<file path="src/rtl/task_pkg.sv">
// Shared definitions for the task datapath result serializer.
package task_pkg;

  // Width of one element on the task manager byte stream
  localparam int BYTE_W = 8;

  // Serializer control states
  typedef enum logic {
    IDLE = 1'b0,
    SEND = 1'b1
  } ser_state_e;

endpackage

</file>
<file path="src/rtl/word_serializer_fifo_if.sv">
// Word input and byte output handshake bundle of the result serializer.
interface word_serializer_fifo_if #(
  parameter int WORD_BYTES = 4,
  parameter int SIZE_W     = 12
);
  import task_pkg::*;

  logic                           i_enb;
  logic [BYTE_W*WORD_BYTES-1:0]   i_data;
  logic                           i_last;
  logic                           o_ready;
  logic                           o_overflow;
  logic                           i_tmanager_ready;
  logic                           o_tanswer_ready;
  logic [BYTE_W-1:0]              o_tanswer_data;
  logic                           o_tanswer_data_last;
  logic [SIZE_W-1:0]              o_packet_size_in_bytes;
  logic                           o_busy;

  modport slave (
    input  i_enb, i_data, i_last, i_tmanager_ready,
    output o_ready, o_overflow, o_tanswer_ready, o_tanswer_data,
           o_tanswer_data_last, o_packet_size_in_bytes, o_busy
  );

  modport master (
    output i_enb, i_data, i_last, i_tmanager_ready,
    input  o_ready, o_overflow, o_tanswer_ready, o_tanswer_data,
           o_tanswer_data_last, o_packet_size_in_bytes, o_busy
  );

endinterface

</file>
<file path="src/rtl/sync_fifo_fwft.sv">
// Registered first-word-fall-through FIFO; the head entry is always visible on rdData_o.
// A word written in one cycle becomes visible (non-empty) only from the next cycle on.
module sync_fifo_fwft #(
  parameter  int WIDTH = 33,
  parameter  int DEPTH = 8,
  localparam int PTR_W = $clog2(DEPTH),
  localparam int CNT_W = PTR_W + 1
) (
  input  logic             clk_i,
  input  logic             rst_i,
  input  logic             wrEn_i,
  input  logic [WIDTH-1:0] wrData_i,
  input  logic             rdEn_i,
  output logic [WIDTH-1:0] rdData_o,
  output logic             full_o,
  output logic             empty_o,
  output logic [CNT_W-1:0] count_o
);

  logic [WIDTH-1:0] mem_q [DEPTH];
  logic [PTR_W-1:0] wrPtr_q, rdPtr_q;
  logic [CNT_W-1:0] count_q;
  logic             doWrite, doRead;

  assign doWrite  = wrEn_i && !full_o;
  assign doRead   = rdEn_i && !empty_o;
  assign full_o   = (count_q == CNT_W'(DEPTH));
  assign empty_o  = (count_q == '0);
  assign count_o  = count_q;
  assign rdData_o = mem_q[rdPtr_q];

  // Storage array; contents need no reset because count gates visibility
  always_ff @(posedge clk_i) begin
    if (doWrite) mem_q[wrPtr_q] <= wrData_i;
  end

  // Pointer and occupancy bookkeeping; pointers wrap naturally since DEPTH is a power of two
  always_ff @(posedge clk_i) begin
    if (rst_i) begin
      wrPtr_q <= '0;
      rdPtr_q <= '0;
      count_q <= '0;
    end else begin
      if (doWrite) wrPtr_q <= wrPtr_q + 1'b1;
      if (doRead)  rdPtr_q <= rdPtr_q + 1'b1;
      case ({doWrite, doRead})
        2'b10:   count_q <= count_q + 1'b1;
        2'b01:   count_q <= count_q - 1'b1;
        default: count_q <= count_q;
      endcase
    end
  end

endmodule

</file>
<file path="src/rtl/word_serializer_fifo.sv">
// Buffers compute-core result words and streams them out byte by byte with
// packet-last marking, a saturating packet byte count and sticky overflow.
module word_serializer_fifo
  import task_pkg::*;
#(
  parameter int WORD_BYTES = 4,
  parameter int FIFO_DEPTH = 8,
  parameter bit MSB_FIRST  = 1'b1,
  parameter int SIZE_W     = 12
) (
  input logic                   i_clk,
  input logic                   i_rst,
  word_serializer_fifo_if.slave bus
);

  localparam int WORD_W = BYTE_W * WORD_BYTES;
  localparam int IDX_W  = (WORD_BYTES > 1) ? $clog2(WORD_BYTES) : 1;
  localparam int CNT_W  = $clog2(FIFO_DEPTH) + 1;
  localparam logic [IDX_W-1:0] LAST_IDX = IDX_W'(WORD_BYTES - 1);

  // FIFO entry: packet-last flag travels alongside its word
  typedef struct packed {
    logic              last;
    logic [WORD_W-1:0] word;
  } entry_t;

  entry_t            wrEntry, rdEntry;
  entry_t            shift_q, shift_d;
  ser_state_e        state_q, state_d;
  logic [IDX_W-1:0]  byteIdx_q, byteIdx_d, byteSel;
  logic [SIZE_W-1:0] runCnt_q, runCnt_d, pktSize_q, pktSize_d, runInc;
  logic [CNT_W-1:0]  fifoCount;
  logic [BYTE_W-1:0] outByte;
  logic              fifoFull, fifoEmpty, pop, xfer, lastByte, overflow_q;
  logic              tValid, tLast, busy;

  assign wrEntry  = '{last: bus.i_last, word: bus.i_data};
  assign xfer     = (state_q == SEND) && bus.i_tmanager_ready;
  assign lastByte = (byteIdx_q == LAST_IDX);
  assign runInc   = (runCnt_q == {SIZE_W{1'b1}}) ? runCnt_q : runCnt_q + 1'b1;

  sync_fifo_fwft #(
    .WIDTH($bits(entry_t)),
    .DEPTH(FIFO_DEPTH)
  ) u_fifo (
    .clk_i   (i_clk),
    .rst_i   (i_rst),
    .wrEn_i  (bus.i_enb),
    .wrData_i(wrEntry),
    .rdEn_i  (pop),
    .rdData_o(rdEntry),
    .full_o  (fifoFull),
    .empty_o (fifoEmpty),
    .count_o (fifoCount)
  );

  // State register
  always_ff @(posedge i_clk) begin
    if (i_rst) state_q <= IDLE;
    else       state_q <= state_d;
  end

  // Next state: load a word when idle, walk its bytes, chain the next word without a bubble
  always_comb begin
    state_d   = state_q;
    shift_d   = shift_q;
    byteIdx_d = byteIdx_q;
    pop       = 1'b0;
    case (state_q)
      IDLE: begin
        if (!fifoEmpty) begin
          pop       = 1'b1;
          shift_d   = rdEntry;
          byteIdx_d = '0;
          state_d   = SEND;
        end
      end
      SEND: begin
        if (xfer) begin
          if (!lastByte) begin
            byteIdx_d = byteIdx_q + 1'b1;
          end else if (!fifoEmpty) begin
            pop       = 1'b1;
            shift_d   = rdEntry;
            byteIdx_d = '0;
          end else begin
            state_d = IDLE;
          end
        end
      end
      default: state_d = IDLE;
    endcase
  end

  // Packet byte accounting: saturating running count, latched into the size on packet end
  always_comb begin
    runCnt_d  = runCnt_q;
    pktSize_d = pktSize_q;
    if (xfer) begin
      if (lastByte && shift_q.last) begin
        pktSize_d = runInc;
        runCnt_d  = '0;
      end else begin
        runCnt_d = runInc;
      end
    end
  end

  // Outputs: byte lane selection by transmit order, plus valid/last/busy decode
  always_comb begin
    byteSel = MSB_FIRST ? (LAST_IDX - byteIdx_q) : byteIdx_q;
    outByte = '0;
    for (int b = 0; b < WORD_BYTES; b++) begin
      if (IDX_W'(b) == byteSel) outByte = shift_q.word[b*BYTE_W +: BYTE_W];
    end
    tValid = (state_q == SEND);
    tLast  = tValid && lastByte && shift_q.last;
    busy   = !fifoEmpty || (state_q == SEND);
  end

  // Datapath registers; overflow stays set until reset
  always_ff @(posedge i_clk) begin
    if (i_rst) begin
      shift_q    <= '0;
      byteIdx_q  <= '0;
      runCnt_q   <= '0;
      pktSize_q  <= '0;
      overflow_q <= 1'b0;
    end else begin
      shift_q    <= shift_d;
      byteIdx_q  <= byteIdx_d;
      runCnt_q   <= runCnt_d;
      pktSize_q  <= pktSize_d;
      overflow_q <= overflow_q | (bus.i_enb && fifoFull);
    end
  end

  assign bus.o_ready                = (fifoCount != CNT_W'(FIFO_DEPTH));
  assign bus.o_overflow             = overflow_q;
  assign bus.o_tanswer_ready        = tValid;
  assign bus.o_tanswer_data         = tValid ? outByte : '0;
  assign bus.o_tanswer_data_last    = tLast;
  assign bus.o_packet_size_in_bytes = pktSize_q;
  assign bus.o_busy                 = busy;

endmodule

</file>
<file path="src/flat_wrapper.sv">
// flat-port wrapper written by rule: the top's interface ports become plain ports
module word_serializer_fifo_flat import task_pkg::*;
#(
  parameter int WORD_BYTES = 4,
  parameter int FIFO_DEPTH = 8,
  parameter bit MSB_FIRST  = 1'b1,
  parameter int SIZE_W     = 12
)
  (i_clk, i_rst, bus_i_enb, bus_i_data, bus_i_last, bus_i_tmanager_ready, bus_o_ready, bus_o_overflow, bus_o_tanswer_ready, bus_o_tanswer_data, bus_o_tanswer_data_last, bus_o_packet_size_in_bytes, bus_o_busy);
  word_serializer_fifo_if #(.WORD_BYTES(WORD_BYTES), .SIZE_W(SIZE_W)) bus_i ();
  input logic i_clk;
  input logic i_rst;
  input wire logic [$bits(bus_i.i_enb)-1:0] bus_i_enb;
  input wire logic [$bits(bus_i.i_data)-1:0] bus_i_data;
  input wire logic [$bits(bus_i.i_last)-1:0] bus_i_last;
  input wire logic [$bits(bus_i.i_tmanager_ready)-1:0] bus_i_tmanager_ready;
  output wire logic [$bits(bus_i.o_ready)-1:0] bus_o_ready;
  output wire logic [$bits(bus_i.o_overflow)-1:0] bus_o_overflow;
  output wire logic [$bits(bus_i.o_tanswer_ready)-1:0] bus_o_tanswer_ready;
  output wire logic [$bits(bus_i.o_tanswer_data)-1:0] bus_o_tanswer_data;
  output wire logic [$bits(bus_i.o_tanswer_data_last)-1:0] bus_o_tanswer_data_last;
  output wire logic [$bits(bus_i.o_packet_size_in_bytes)-1:0] bus_o_packet_size_in_bytes;
  output wire logic [$bits(bus_i.o_busy)-1:0] bus_o_busy;
  assign bus_i.i_enb = bus_i_enb;
  assign bus_i.i_data = bus_i_data;
  assign bus_i.i_last = bus_i_last;
  assign bus_i.i_tmanager_ready = bus_i_tmanager_ready;
  assign bus_o_ready = bus_i.o_ready;
  assign bus_o_overflow = bus_i.o_overflow;
  assign bus_o_tanswer_ready = bus_i.o_tanswer_ready;
  assign bus_o_tanswer_data = bus_i.o_tanswer_data;
  assign bus_o_tanswer_data_last = bus_i.o_tanswer_data_last;
  assign bus_o_packet_size_in_bytes = bus_i.o_packet_size_in_bytes;
  assign bus_o_busy = bus_i.o_busy;
  word_serializer_fifo #(.WORD_BYTES(WORD_BYTES), .FIFO_DEPTH(FIFO_DEPTH), .MSB_FIRST(MSB_FIRST), .SIZE_W(SIZE_W)) u_core (.i_clk(i_clk), .i_rst(i_rst), .bus(bus_i));
endmodule
</file>
<file path="config.mk">
export PLATFORM = sky130hd
export DESIGN_NAME = word_serializer_fifo_flat
export DESIGN_NICKNAME = d
export VERILOG_FILES = /design/src/rtl/task_pkg.sv /design/src/rtl/word_serializer_fifo_if.sv /design/src/rtl/sync_fifo_fwft.sv /design/src/rtl/word_serializer_fifo.sv /design/src/flat_wrapper.sv
export SDC_FILE = /design/constraint.sdc
export NUM_CORES = 1
export LEC_CHECK = 0
export BUFFER_PORTS_ARGS = -buffer_cell sky130_fd_sc_hd__buf_2
export CAP_MARGIN = 20
export CORE_MARGIN = 10
export CORE_UTILIZATION = 40
export DETAILED_ROUTE_END_ITERATION = 8
export GPL_TIMING_DRIVEN = 0
export PLACE_DENSITY = 0.57
export SLEW_MARGIN = 20
export SYNTH_ARGS = -nofsm -noshare
export SYNTH_HDL_FRONTEND = slang
export SYNTH_SLANG_ARGS = --single-unit
</file>
<file path="constraint.sdc">
create_clock -name i_clk -period 4.55 [get_ports i_clk]
set_clock_uncertainty 0.1 [all_clocks]
set_input_delay 0.6825 -clock i_clk [delete_from_list [all_inputs] [get_ports i_clk]]
set_output_delay 0.6825 -clock i_clk [all_outputs]
set_load 0.05 [all_outputs]
</file>
# Word level (Yosys, flattened, before mapping)
# Memories as Yosys holds them, arrays and structs flattened. A register that Yosys moved wholly into a read port is not among the register bits.
# Index checks and enable logic that the tools add are counted.
op_classes:
  addsub: 7
  n_eq_ne: 11
  muxes: 27
  bitwise_logic: 2
  n_reduce_logical: 15
ops:
  columns: ["operator", "count"]
  rows:
  - ["33-bit 2-to-1 mux", 3]
  - ["33-bit case mux with 2 select lines", 1]
  - ["8-bit 2-to-1 mux", 5]
  - ["12-bit 2-to-1 mux", 2]
  - ["12-bit by 1-bit adder with 12-bit output (second input constant)", 1]
  - ["12-bit == test (second input constant)", 1]
  - ["4-bit case mux with 2 select lines", 1]
  - ["1-bit logical AND", 7]
  - ["1-bit 2-to-1 mux", 7]
  - ["3-bit by 1-bit adder with 3-bit output (second input constant)", 2]
  - ["2-bit 2-to-1 mux", 3]
  - ["3-bit 2-to-1 mux", 2]
  - ["4-bit by 1-bit adder with 4-bit output (second input constant)", 1]
  - ["2-bit == test (first input constant)", 2]
  - ["2-bit == test (second input constant)", 2]
  - ["4-bit == test (second input constant)", 1]
  - ["4-bit logical NOT", 1]
  - ["2-bit != test (second input constant)", 2]
  - ["4-bit != test (second input constant)", 1]
  - ["1-bit case mux with 2 select lines", 2]
  - ["2-bit case mux with 2 select lines", 1]
  - ["2-bit AND reduction", 2]
  - ["4-bit by 1-bit subtractor with 4-bit output (second input constant)", 1]
  - ["2-bit by 1-bit adder with 2-bit output (second input constant)", 1]
  - ["other kinds (9)", 10]
word_totals:
  ff_bits: 71
  ramBits: 264
  input_bits: 37
  output_inout_bits: 25
  wordCells: 73
  memories: 1
mem_list:
  columns: ["name", "words", "width", "read_ports", "rd_clocked_by_memory_dff", "write_ports", "line_no", "rtl"]
  rows:
  - ["u_core.u_fifo.mem_q", 8, 33, 1, 1, 1, "sync_fifo_fwft.sv:20", "logic [WIDTH-1:0] mem_q [DEPTH];"]

# Logic depth before layout (Yosys ltp)
# Gate-level depths: netlist (run 1).
depth:
  word_depth: 8
  ltp_mapped: 12
  ltp_nobuf: 10

# By module
# Synthesis (run 1) repeated with hierarchy kept, for this count alone.
hier_totals:
  hier_cells: 834
  area_unflattened_um2: 13604.3
modules_own_cells:
  columns: ["module", "n_inst", "cells_per_inst", "area_per_inst_um2", "seq_area_each_um2"]
  rows:
  - ["sync_fifo_fwft", 1, 455, 10625.2, 8187.9]
  - ["word_serializer_fifo", 1, 379, 2979.1, 1221.2]

# Worst setup path before layout (run 1)
# OpenSTA, ideal clock, no wires.
synth_path:
  path_type: "reg-to-reg"
  start: "register u_core.u_fifo.count_q[1] (netlist: u_core.u_fifo.count_o[1])"
  end: "memory u_core.u_fifo.mem_q[0][0] (enable)"
  setup_ns: 0.506
  arrival_ns: 4.558
  required_ns: 3.944
  setup_slack_ns: -0.614
  path_stages_with_launch: 6
  path_buffers: 2
  synth_period_minus_slack_ns: 5.164
  path_cell_list: "dfxtp_1 > clkbuf_2 > or4b_2 > clkbuf_1 > nand2_2 > nor4_1"
synth_between:
  elab_chain_len: 5
synth_lines:
  columns: ["element", "line_no", "rtl"]
  rows:
  - ["from (decl)", "sync_fifo_fwft.sv:22", "logic [CNT_W-1:0] count_q;"]
  - ["from (signal assigned)", "sync_fifo_fwft.sv:47", "2'b10: count_q <= count_q + 1'b1;"]
  - ["from (signal assigned)", "sync_fifo_fwft.sv:48", "2'b01: count_q <= count_q - 1'b1;"]
  - ["from (signal assigned)", "sync_fifo_fwft.sv:49", "default: count_q <= count_q;"]
  - ["4-bit == test", "sync_fifo_fwft.sv:27", "assign full_o = (count_q == CNT_W'(DEPTH));"]
  - ["1-bit logical NOT", "sync_fifo_fwft.sv:25", "assign doWrite = wrEn_i && !full_o;"]
  - ["1-bit logical AND", "sync_fifo_fwft.sv:25", null]
  - ["1-bit 2-to-1 mux", "sync_fifo_fwft.sv:34", "if (doWrite) mem_q[wrPtr_q] <= wrData_i;"]
  - ["1-bit 2-to-1 mux (implied by the code)", "sync_fifo_fwft.sv:34", null]
  - ["to (decl)", "sync_fifo_fwft.sv:20", null]
# Every way passes these cells.

# Worst setup path after layout (run 1)
layout_path:
  start: "register u_core.byteIdx_q[1]"
  end: "output port bus_o_tanswer_data[3]"
layout_between:
  elab_chain_len: 7
  word_cells_on_any_way: 10
  classes_between: "add/sub: 1; eq/ne: 3; mux: 5; reduce/logical: 1"
layout_lines:
  columns: ["element", "line_no", "rtl"]
  rows:
  - ["from (decl)", "word_serializer_fifo.sv:30", "logic [IDX_W-1:0] byteIdx_q, byteIdx_d, byteSel;"]
  - ["from (signal assigned)", "word_serializer_fifo.sv:131", "byteIdx_q <= byteIdx_d;"]
  - ["2-bit subtractor (*)", "word_serializer_fifo.sv:111", "byteSel = MSB_FIRST ? (LAST_IDX - byteIdx_q) : byteIdx_q;"]
  - ["2-bit logical NOT", "word_serializer_fifo.sv:114", "if (IDX_W'(b) == byteSel) outByte = shift_q.word[b*BYTE_W +: BYTE_W];"]
  - ["8-bit 2-to-1 mux (3 in a row)", "word_serializer_fifo.sv:114", null]
  - ["8-bit 2-to-1 mux (*)", "word_serializer_fifo.sv:114", null]
  - ["8-bit 2-to-1 mux (*)", "word_serializer_fifo.sv:141", "assign bus.o_tanswer_data = tValid ? outByte : '0;"]
  - ["to (decl)", "flat_wrapper.sv:20", "output wire logic [$bits(bus_i.o_tanswer_data)-1:0] bus_o_tanswer_data;"]
# Mark *: on every way between the ends. The rest lies on a longest branch, timed or not.

==> results of run 1 <==
metal layers:
layer	wire length [µm]	share of wire [%]
met1	13800	46
met2	14400	48
met3	1450	4.8
met4	609	2.0
met5	0	0
worst paths after layout:
path | to | depth (start not counted) | from | slack [ns]
max | bus_o_tanswer_data[3] | 7 | u_core.byteIdx_q[1] | 0.90
min | u_core.u_fifo.mem_q[6][10] | 1 | bus_i_data[10] | 0.31
max reg2reg | u_core.u_fifo.count_o[2] | 12 | u_core.u_fifo.count_o[1] | 1.29
min reg2reg | u_core.bus.o_packet_size_in_bytes[6] | 2 | u_core.bus.o_packet_size_in_bytes[6] | 0.36
sequential cells by signal, summed over array words and instances, names as in the netlist, named ones only:
name	count
u_core.u_fifo.mem_q	264
u_core.bus.o_packet_size_in_bytes	12
u_core.byteIdx_q	2
u_core.u_fifo.count_o	4
u_core.shift_q	33
u_core.runCnt_q	12
u_core.u_fifo.wrPtr_q	3
u_core.u_fifo.rdPtr_q	3
u_core.bus.o_overflow	1
u_core.bus.o_tanswer_ready	1
cell usage in the layout (no fill, tap or decap), drive strengths merged, types with 4 or more instances in the layout:
cell type    n
a21boi       8
and3         4
inv         14
o21ai       15
a211oi      46
clkbuf      83
nor3         8
buf        105
nor4         5
nand2b       8
xor2         8
edfxtp     264
dfxtp       74
a31oi        7
a211o       10
clkinv      14
ha          10
nor2        64
a21oi       16
nand2       25
nand3       12
and3b        8
mux2i       36
mux4        66
stage by stage:
stage                     power, mW  std cells  hold WS (ns)  utilization (%)
after global routing           8.89       1407         0.324             47.6
after detailed placement       5.68       1339         0.352             44.0
after floorplan                5.10        803         0.374                -
after global placement         5.62       1311         0.338             42.9
after CTS                      8.60       1407         0.295             47.6
final                          8.49       1407         0.315             47.6
worst max-delay path, delay by kind of cell, from the launching register on:
family	cells	cell delay (ns)
flops	1	0.40
buf+inv	2	0.72
fa+ha+maj	1	0.31
compound gates	3	0.68
simple gates	1	0.23
layout make-up:
class	count	area, µm²	area share (%)
sequential	338	9410	59.3
multi-input combinational	402	3810	24.0
clock buffer	50	1030	6.47
timing repair buffer	88	613	3.86
tap	448	561	3.53
buffer	50	233	1.47
clock inverter	18	165	1.04
inverter	13	48.8	0.308
power groups by stage:
stage / Clock [mW] / Sequential, mW / Combinational, mW
2_1_floorplan: 0 / 3.79 / 1.31
3_3_place_gp: 0 / 3.81 / 1.81
3_5_place_dp: 0 / 3.80 / 1.89
4_1_cts: 2.97 / 3.73 / 1.90
5_1_grt: 3.10 / 3.76 / 2.04
6_report: 2.89 / 3.73 / 1.86
cells by family after synthesis:
family | count (synthesis) | synth area share, %
fa+ha+maj | 10 | 0.931
simple gates | 158 | 6.10
xor+xnor | 10 | 0.652
buf+inv | 63 | 2.09
compound gates | 121 | 6.42
flops | 338 | 70.0
mux | 103 | 13.8
==> summary.md, run 1 <==
Final hold violation count: 0. Summing every instance area after synthesis gives 13,400 µm². Registers are responsible for 44.0% of the overall power. The internal portion of the total power is 6.08 mW. Dividing the detail-routed wire length by the instance count gives 21.5 µm. The clock net in this run drives a total of 338 sinks.

The dominant cell type by area after synthesis is edfxtp_1. The switching share of power is 28.4%. For this run, the register share of the synthesized area comes to 70.0%.

STA classifies the critical path endpoint as an output pin. The post-synthesis instance total came out at 803. Setup repair after global routing left no endpoint under its margin. The antenna cell count was 0. For the fill cell total of the finished layout, the log shows 2,918. Setup violations remaining at the end of the flow were counted as 0.

Routability-driven placement finished with a final weighted congestion of 0.835. The run gives 40.3% as the initial standard-cell utilization of the core. The worst-path cell with the longest stage delay is dfxtp_1. The die is 203 µm wide. During placement, the flow inserted port buffers numbering 60. In this run the deepest clock path goes through 3 buffers. Counting distinct cell types in the post-synthesis netlist gives 63. During synthesis, Yosys emitted a total of 0 warnings. In this run the power density over the cells is 535 nW/µm².

The pre-antenna-repair detailed-routing pass consisted of 5 iterations. The tools report the insertion delay of the later-clocked pin in the worst-skew pair as 0.52 ns. Subtracting the final worst setup slack from the clock period gives 3.65 ns. A synthesized cell averages 16.7 µm².

In this run the worst path has a maximum fanout of 10. The total area inside the core boundary comes to 33,400 µm². The flow ran to the end, and the final reports show no timing, DRC or antenna violations. The tools report the library cell used as clock root buffer as clkbuf_16.

In this run the power spent charging and discharging nets is 2.41 mW. The tools report the number of remaining DRC errors as 0. The worst hold path class was in -> reg. In this run, synthesis produced a sequential element count of 338.

The primary flip-flop cell chosen by synthesis mapping was edfxtp_1. Headroom to the max-slew limit came out at 35.7%. The commonest cells after synthesis are edfxtp_1 (264), dfxtp_1 (74), mux4_2 (66). The worst-case IR drop observed on VDD is 0.300 mV.

The number of enable-type register cells in the synthesized netlist works out to 264. Derived from the worst setup path, the maximum achievable clock frequency is 274 MHz. The smallest setup slack after layout was 0.898 ns. The most common cell in the synthesized netlist is edfxtp_1.

Met1 routing resource usage after global routing: 20.1%. The run gives 977 as the final layout net count. Buffers inserted during clock tree synthesis total 37.

Ratio of routed vias to standard cells: 5.32. The logs give 2.54% for the fraction of met3 tracks used by global routing and 0 for the total grt overflow. The share of the clock period used by the worst path came out at 80.3%.

Data on the critical path is required at its endpoint by 3.77 ns. Traced cell by cell, the critical path runs through ha_1 > clkbuf_1 > and3b_1 > a211oi_1 > a211o_1 > a21boi_0 > buf_2. The portion of synthesized cell area occupied by the leading cell type is 59.0%, and the signal arrival time at the worst endpoint is 2.87 ns. The HPWL after detailed placement was 20,500 µm; the number of nets in the synthesized netlist was 850. The global routing stage identified its most utilized layer as met2.

The row count is 67. Category of the critical setup timing path: reg -> out. The reported max-cap violation count is 0, and the cell leakage power is 5.19 nW.

Largest net degree at the start of global routing: 19. For this design the top-level I/O count stands at 62. Startpoint class of the critical path: a flop.

The finished cells cover 15,900 µm². Across every metal layer, demand over resource in global routing totals 14.6%. The logs give 41,300 µm² for the total die area and 7,617 for the number of global-route vias before repair. The worst setup slack before clock tree synthesis is 1.25 ns, and the fraction of registers with async set/reset is 0%. For this run, global-route usage on met2 was measured as 23.3%. The number of antenna violations at the first check in global routing was 0; the first-pass GRT wire length was 46,400 µm. From synthesis to final layout, the design area changed by 18.0%.

The fraction of final layout cells with drive strength greater than 1 works out to 25.8%. The tools report the number of gates resized after cts as 0. The chip height was 203 µm. For this block, the routed nets add up to 30,200 µm of wire. After routing, the total negative slack on setup checks comes to 0 ns. Total placed instance area: 14,700 µm². The combinational group share of total power is 21.9%, and the hold buffer count at cts is 0. The CTS H-tree depth is 2. The final number of max-transition violations was 0; the clock slew seen by the registers of the worst setup and hold paths was 0.06 ns. The actual transition at the worst max-transition pin works out to 0.965 ns. TritonCTS built the clock tree. The clock network accounts for 34.1% of the total power.

By area the synthesized netlist is led by edfxtp_1 (59%), mux4_2 (11%), dfxtp_1 (11%). The number of nets still failing antenna checks after routing is 0. On the worst path, the slowest cell contributes a delay of 0.40 ns.

For this block, the via count after detailed routing is 7,479. After the first detailed-routing iteration, the DRC count stood at 490. Buffers added to address setup during post-CTS repair amount to 0.
No activity file was read; power rests on OpenSTA's default activity.
==> inputs of run 2 (changes only) <==
==> constraint.sdc (replaced) <==
create_clock -name i_clk -period 3 [get_ports i_clk]
set_clock_uncertainty 0.1 [all_clocks]
set_input_delay 0.45 -clock i_clk [delete_from_list [all_inputs] [get_ports i_clk]]
set_output_delay 0.45 -clock i_clk [all_outputs]
set_load 0.05 [all_outputs]
==> run 2 against run 1 <==
  * Register-to-register slack got worse by 1.1 ns
  * Hold slack got worse by 0.23 ns
  * Cell area barely moved
  * Non-clock buffer count fell by 12
  * Critical path type unchanged
  * First-iteration DRC count fell by 0.61%
  * Largest power group unchanged
  * Setup slack got worse by 0.79 ns
  * Sequential share of layout area barely moved
  * Total power rose by 50%
  * Highest routed layer unchanged
  * Critical endpoint is now bus_o_tanswer_data[5]
  * Critical path depth did not move
==> summary.md, run 2 (same netlist as run 1, synthesis figures left out) <==
Setup repair after global routing left no endpoint under its margin. After global routing the overflow that remains totals 0. The largest registers in the layout are u_core.u_fifo.mem_q x264, u_core.shift_q x33. The tree built by TritonCTS fans out to 338 sinks.

The run gives 7,756 as the number of global-route vias before repair. For the count of TritonRoute iterations in the first routing pass, the log shows 5. In this run the remaining antenna-violating nets after routing total 0. The tools report the iteration-0 DRC count of the detailed router as 487.

Of all nets on the critical path, the largest fanout is 10. The floorplan has 67 rows. The total placed instance area is 14,700 µm². The worst setup slack before clock tree synthesis came out at -0.214 ns.

STA classifies the critical path startpoint as a flop. For this design the static power due to leakage is 5.11 nW. The library cells used most frequently in the layout, excluding fill and tap cells, are edfxtp_1 (264), dfxtp_1 (73), mux4_2 (66).

For the initial standard-cell utilization of the core, the log shows 40.3%. Register ranked first by flip-flop count: u_core.u_fifo.mem_q. For the worst-skew pair, the clock arrives at the later sink with an insertion delay of 0.53 ns. Across all setup checks in the final design, the least slack found is 0.111 ns. The logs give 41,300 µm² for the total die area and 2.45 ns for the data required time at the worst endpoint. After routing, the total negative slack on setup checks comes to 0 ns. The register with the most flip-flops in the layout has 264 of them.

Dividing the detail-routed via count by the number of cells gives 5.30. Type of destination of the critical path: an output pin. The die is 203 µm tall.

The worst-case IR drop observed on VDD is 0.487 mV. For this run, the post-layout net count is 964. The repair_antennas step left the layout with diodes totalling 0. Dividing total power by cell area gives a power density of 804 nW/µm².

At the end of routability-driven placement, the weighted congestion stood at 0.804. CTS built an H-tree with a depth of 2. The first global-routing pass estimated 46,400 µm of wire. Setup violations remaining at the end of the flow were counted as 0. The final routed wirelength across all metal layers is 29,700 µm, and the reported max-cap violation count is 0. Final number of max-transition violations: 0. The mean routed wirelength per cell came out at 21.4 µm.

The HPWL after detailed placement is 20,100 µm. TritonCTS built the clock tree. Input and output buffers added on the ports amount to 60. The buffer depth of the longest clock path is 3. For this design the top-level I/O count stands at 62. For the number of antenna violations at the first check in global routing, the log shows 0. The min-delay analysis places its worst path in the category in -> reg. In this run the standard cell core region covers 33,400 µm². Dividing the final minimum period by the clock period gives 96.3%.

The actual transition at the worst max-transition pin was 0.985 ns. The tools report the signal arrival time at the worst endpoint as 2.34 ns. The leading cell type in the layout, fill and taps excluded was edfxtp_1.

The logs give 15,900 µm² for the area of all placed cells without fillers and 0 for the final hold violation count. Entering global routing, the biggest net connects 19 pins. The area growth from synthesis to final layout works out to 18.1%.

Timing would allow up to 346 MHz. In this run the tightest slew margin relative to its limit is 34.4%. The smallest hold slack is 0.0884 ns, and the minimum clock period is 2.89 ns. CTS placed an instance of clkbuf_16 at the clock tree root.

The tools report the global-route total usage across every layer as 14.6%. The routed layout has 7,382 vias. Category of the critical setup timing path: reg -> out.

Cells with a size suffix above 1 make up 25.8% of the layout. The die is 203 µm wide. The flow ran to the end, and the final reports show no timing, DRC or antenna violations. The run gives 36 as the number of clock buffers inserted by TritonCTS.

After clock tree synthesis, the clock-pin slew on the worst setup and hold paths is 0.06 ns. Number of remaining DRC errors: 0.
[run 2: cell types whose count changed in the layout (fill, tap and decap cells not counted), moves of 2 or more]
| cell | change |
|---|---|
| clkinv_2 | -4 |
| a21boi_2 | +8 |
| clkinv_1 | +4 |
| ha_2 | +2 |
| clkbuf_1 | -4 |
| nor3_4 | +4 |
| a21boi_0 | -8 |
| buf_8 | +8 |
| clkbuf_8 | -3 |
| buf_4 | -8 |
| nor3_2 | -4 |
| buf_2 | -6 |
| ha_1 | -3 |
[run 2: what timing repair did]
action / 4_1_cts / 5_1_grt
hold endpoints to repair: 0 / 0
pin swaps: 2 / 1
hold buffers: 0 / 0
endpoints found under the setup margin: 10 / 10
setup buffers: 0 / 0
gates resized for setup: 30 / 9
[run 2: final cells by class]
type | count | area, µm²
Inverter | 13 | 48.8
Tap cell | 448 | 561
Clock buffer | 49 | 971
Clock inverter | 16 | 148
Multi-Input combinational cell | 402 | 3900
Buffer | 47 | 229
Timing Repair Buffer | 79 | 614
Sequential cell | 338 | 9410
Fill cell | 2947 | 17500
[run 2: critical path: stages, from the launching register on]
cell and delay [ns]:
dfxtp_1 0.35, inv_1 0.09, ha_1 0.32, clkbuf_2 0.28
a211oi_1 0.11, a211o_1 0.26, a21boi_2 0.21, buf_6 0.19
[run 2: worst paths after layout]
path	start	depth (start not counted)	slack, ns	endpoint
max	u_core.byteIdx_q[1]	7	0.11	bus_o_tanswer_data[5]
min	bus_i_data[23]	1	0.09	u_core.u_fifo.mem_q[1][23]
max reg2reg	u_core.u_fifo.count_o[1]	9	0.18	u_core.u_fifo.count_o[3]
min reg2reg	u_core.bus.o_packet_size_in_bytes[6]	2	0.35	u_core.bus.o_packet_size_in_bytes[6]
[run 2: where the power goes]
part	internal (mW)	switching, mW	leakage, nW	total, mW
sequential	5.48	0.187	3.00	5.67
combinational	1.20	1.66	1.57	2.86
clock	2.46	1.79	0.541	4.25
[run 2: metrics by stage]
step	instances	util, %	power (mW)
floorplan	803	-	7.73
global placement	1311	43.0	8.52
detailed placement	1330	44.0	8.62
CTS	1394	47.5	12.9
global route	1392	47.6	13.4
finish	1392	47.6	12.8
[run 2: per-layer routing]
layer	up-vias	global-route usage [%]	share of wire, %
li1	3434	-	-
met1	3776	20.3	46
met2	132	23.3	48
met3	40	2.25	3.8
met4	0	3.94	1.9
met5	-	0	0
==> inputs of run 3 (changes only) <==
--- a/config.mk
+++ b/config.mk
@@ -10,7 +10,6 @@
 export CORE_MARGIN = 10
 export CORE_UTILIZATION = 40
 export DETAILED_ROUTE_END_ITERATION = 8
-export GPL_TIMING_DRIVEN = 0
 export PLACE_DENSITY = 0.57
 export SLEW_MARGIN = 20
 export SYNTH_ARGS = -nofsm -noshare
==> run 3 against run 2 <==
  * Total power shrank 1.4%
  * Die area is the same
  * Critical path depth shrank 1
  * Setup slack lost 0.012 ns
  * Register-to-register slack gained 0.04 ns
  * Via count shrank 3.5%
  * Wire length shrank 6.6%
  * Highest routed layer is now met5
==> summary.md, run 3 (same netlist as run 1, synthesis figures left out) <==
The initial standard-cell utilization of the core was 40.3%; the number of nets still failing antenna checks after routing was 0. The reported max-cap violation count is 0, and the worst hold path cell count is 1. The cell sitting at the root of the clock tree is a clkbuf_16. Pin placement for this block handled 62 I/O pins. The total die area was 41,300 µm². In the global route stage, met3 resource usage came out at 2.71%. After detailed routing, the average wire length per cell comes to 20.5 µm. The worst voltage drop across the vdd grid was 0.524 mV; the chip height was 203 µm. The insertion delay of the later-clocked pin in the worst-skew pair is 0.53 ns, and the data required time at the worst endpoint is 2.45 ns. The fill cell total of the finished layout is 2,970. The worst setup path startpoint is u_core.byteIdx_q[1].

The logs give 33,400 µm² for the placeable core area and 2 for the CTS H-tree depth. Worst hold path class: in -> reg. The library cell used most frequently in the layout, excluding fill and tap cells, is edfxtp_1. Once the clock tree was built, the setup fixing pass inserted 0 buffers. In this run the static leakage power is 5.03 nW. TritonCTS built the clock tree. met2 is the most crowded layer. The largest single stage delay on the critical path is 0.41 ns. The critical path is of the reg -> out type. In the routed design, unresolved DRC markers number 0. Along the worst path, the maximum fanout reaches 10. For the first-pass GRT wire length, the log shows 43,300 µm.

At the worst endpoint, the arrival time is 2.35 ns. Setup violations remaining at the end of the flow were counted as 0. The tools report the final layout net count as 928. Number of clock sinks: 338.

The weighted congestion at the end of routability-driven global placement is 0.778, and the remaining max-slew budget at the tightest pin is 46.5%. After clock tree synthesis, the clock-pin slew on the worst setup and hold paths is 0.06 ns. The total placed instance area came out at 14,400 µm². The finished cells cover 15,600 µm². The tools report the row count as 67. The iteration-0 DRC count of the detailed router was 360; the worst reg2reg path depth was 9. Port buffering added 61 buffers. The number of global-route vias before repair is 7,232.

The first TritonRoute pass finished after 4 iterations. After global routing the overflow that remains totals 0. The flip-flop count of the largest register after layout works out to 264. For the fmax, the log shows 345 MHz. After the flow finishes, the layout carries non-filler instances totaling 1,357. The met1 routing resource usage after global routing is 17.9%, and the global-route total usage across every layer is 13.4%. In this run the most critical hold path is launched from bus_i_data[25]. The final number of max-transition violations came out at 0. The tools report the total via count after detailed routing as 7,122. The minimum clock period came out at 2.90 ns.

Setup repair after global routing left no endpoint under its margin. Traced cell by cell, the critical path runs through ha_1 > and3b_1 > a211oi_1 > a211o_1 > a21boi_1 > buf_4. For the final hold violation count, the log shows 0. The startpoint class of the critical path is a flop. For this design the ratio of total power to cell area is 807 nW/µm². Hold repair after CTS inserted 0 buffers. The share of the clock period used by the worst path was 96.7%; the area growth from synthesis to final layout was 16.2%. The slowest stage of the critical path belongs to the cell dfxtp_1.

Detailed placement ended at an HPWL of 17,000 µm. The number of antenna violations at the first check in global routing is 2. The die is 203 µm wide. The largest registers in the layout are u_core.u_fifo.mem_q x264, u_core.shift_q x33. The worst setup path is captured at an output pin. The smallest hold slack is 0.0894 ns, and the largest net degree at the start of global routing is 73. The run finished with clean final reports. The ratio of routed vias to standard cells was 5.25; the fraction of final layout cells with drive strength greater than 1 was 26.2%.

For met2 alone, demand over resource in global routing was 21.8%. For the pin with the worst max-slew slack, the measured transition is 0.803 ns. The library cells used most frequently in the layout, excluding fill and tap cells, are edfxtp_1 (264), dfxtp_1 (71), mux4_2 (66). For the final routed database, the setup TNS stands at 0 ns. Counting the buffers created by CTS gives 37.

The buffer depth of the longest clock path was 3. The tools report the final routed wirelength across all metal layers as 27,800 µm. The count of placed standard cells including taps is 1,290.

The startpoint identified for the worst register-to-register timing path is u_core.u_fifo.count_o[1]. Ranked by flip-flop count, first place goes to u_core.u_fifo.mem_q.
-- run 3: cell types whose count changed in the layout (fill, tap and decap cells not counted), moves of 4 or more --
cell      before  now
clkinv_1      10    1
a21boi_2       8    0
buf_4          8   30
a21boi_1       0    8
buf_6          9    0
buf_2         65   53
clkbuf_8       0    4
clkbuf_1      37   12
buf_8         10    1
clkinv_2       2    7
-- run 3: critical path, delay by kind of cell, from the launching register on --
| kind | cells | cell delay [ns] |
|---|---|---|
| AOI/OAI and AO/OA | 3 | 0.55 |
| and+or+nand+nor | 1 | 0.23 |
| adders and majority gates | 1 | 0.39 |
| DFF | 1 | 0.41 |
| buffers and inverters | 1 | 0.26 |
-- run 3: power breakdown --
group	internal [mW]	switching, mW	total (mW)	leakage (nW)
clock network	2.45	1.79	4.25	0.561
registers	5.48	0.278	5.76	3.00
logic	1.10	1.48	2.59	1.46
total	9.04	3.56	12.6	5.03
-- run 3: layer usage --
| layer | up-vias | share of wire [%] |
|---|---|---|
| met5 | - | 0.043 |
| li1 | 3365 | - |
| met2 | 121 | 49 |
| met1 | 3597 | 45 |
| met3 | 37 | 4.2 |
| met4 | 2 | 1.6 |
-- run 3: repair_timing --
action / 4_1_cts / 5_1_grt
pin swaps: 0 / 0
gates resized for setup: 11 / 7
setup endpoints to repair: 8 / 8
-- run 3: final timing paths --
kind | endpoint | slack (ns)
hold reg to reg | u_core.bus.o_packet_size_in_bytes[6] | 0.35
setup reg to reg | u_core.u_fifo.count_o[2] | 0.22
setup / recovery | bus_o_tanswer_data[1] | 0.1
hold / removal | u_core.u_fifo.mem_q[5][25] | 0.09
-- run 3: area by class of cell --
class | instances | area (µm²) | share of cell area (%)
inverter | 13 | 48.8 | 0.312
tap | 448 | 561 | 3.59
sequential | 338 | 9420 | 60.3
clock inverter | 12 | 91.3 | 0.585
clock buffer | 54 | 1050 | 6.73
timing repair buffer | 89 | 606 | 3.88
multi-input combinational | 402 | 3840 | 24.6
antenna | 1 | 2.50 | 0.0160
-- run 3: through the flow --
| stage | power (mW) | util [%] | setup WS, ns |
|---|---|---|---|
| 2_1_floorplan | 7.73 | - | -0.0535 |
| 3_3_place_gp | 8.45 | 43.3 | 0.278 |
| 3_5_place_dp | 8.48 | 43.3 | 0.260 |
| 4_1_cts | 12.8 | 46.8 | 0.0200 |
| 5_1_grt | 13.2 | 46.8 | 0.00443 |
| 6_report | 12.6 | 46.8 | 0.0984 |
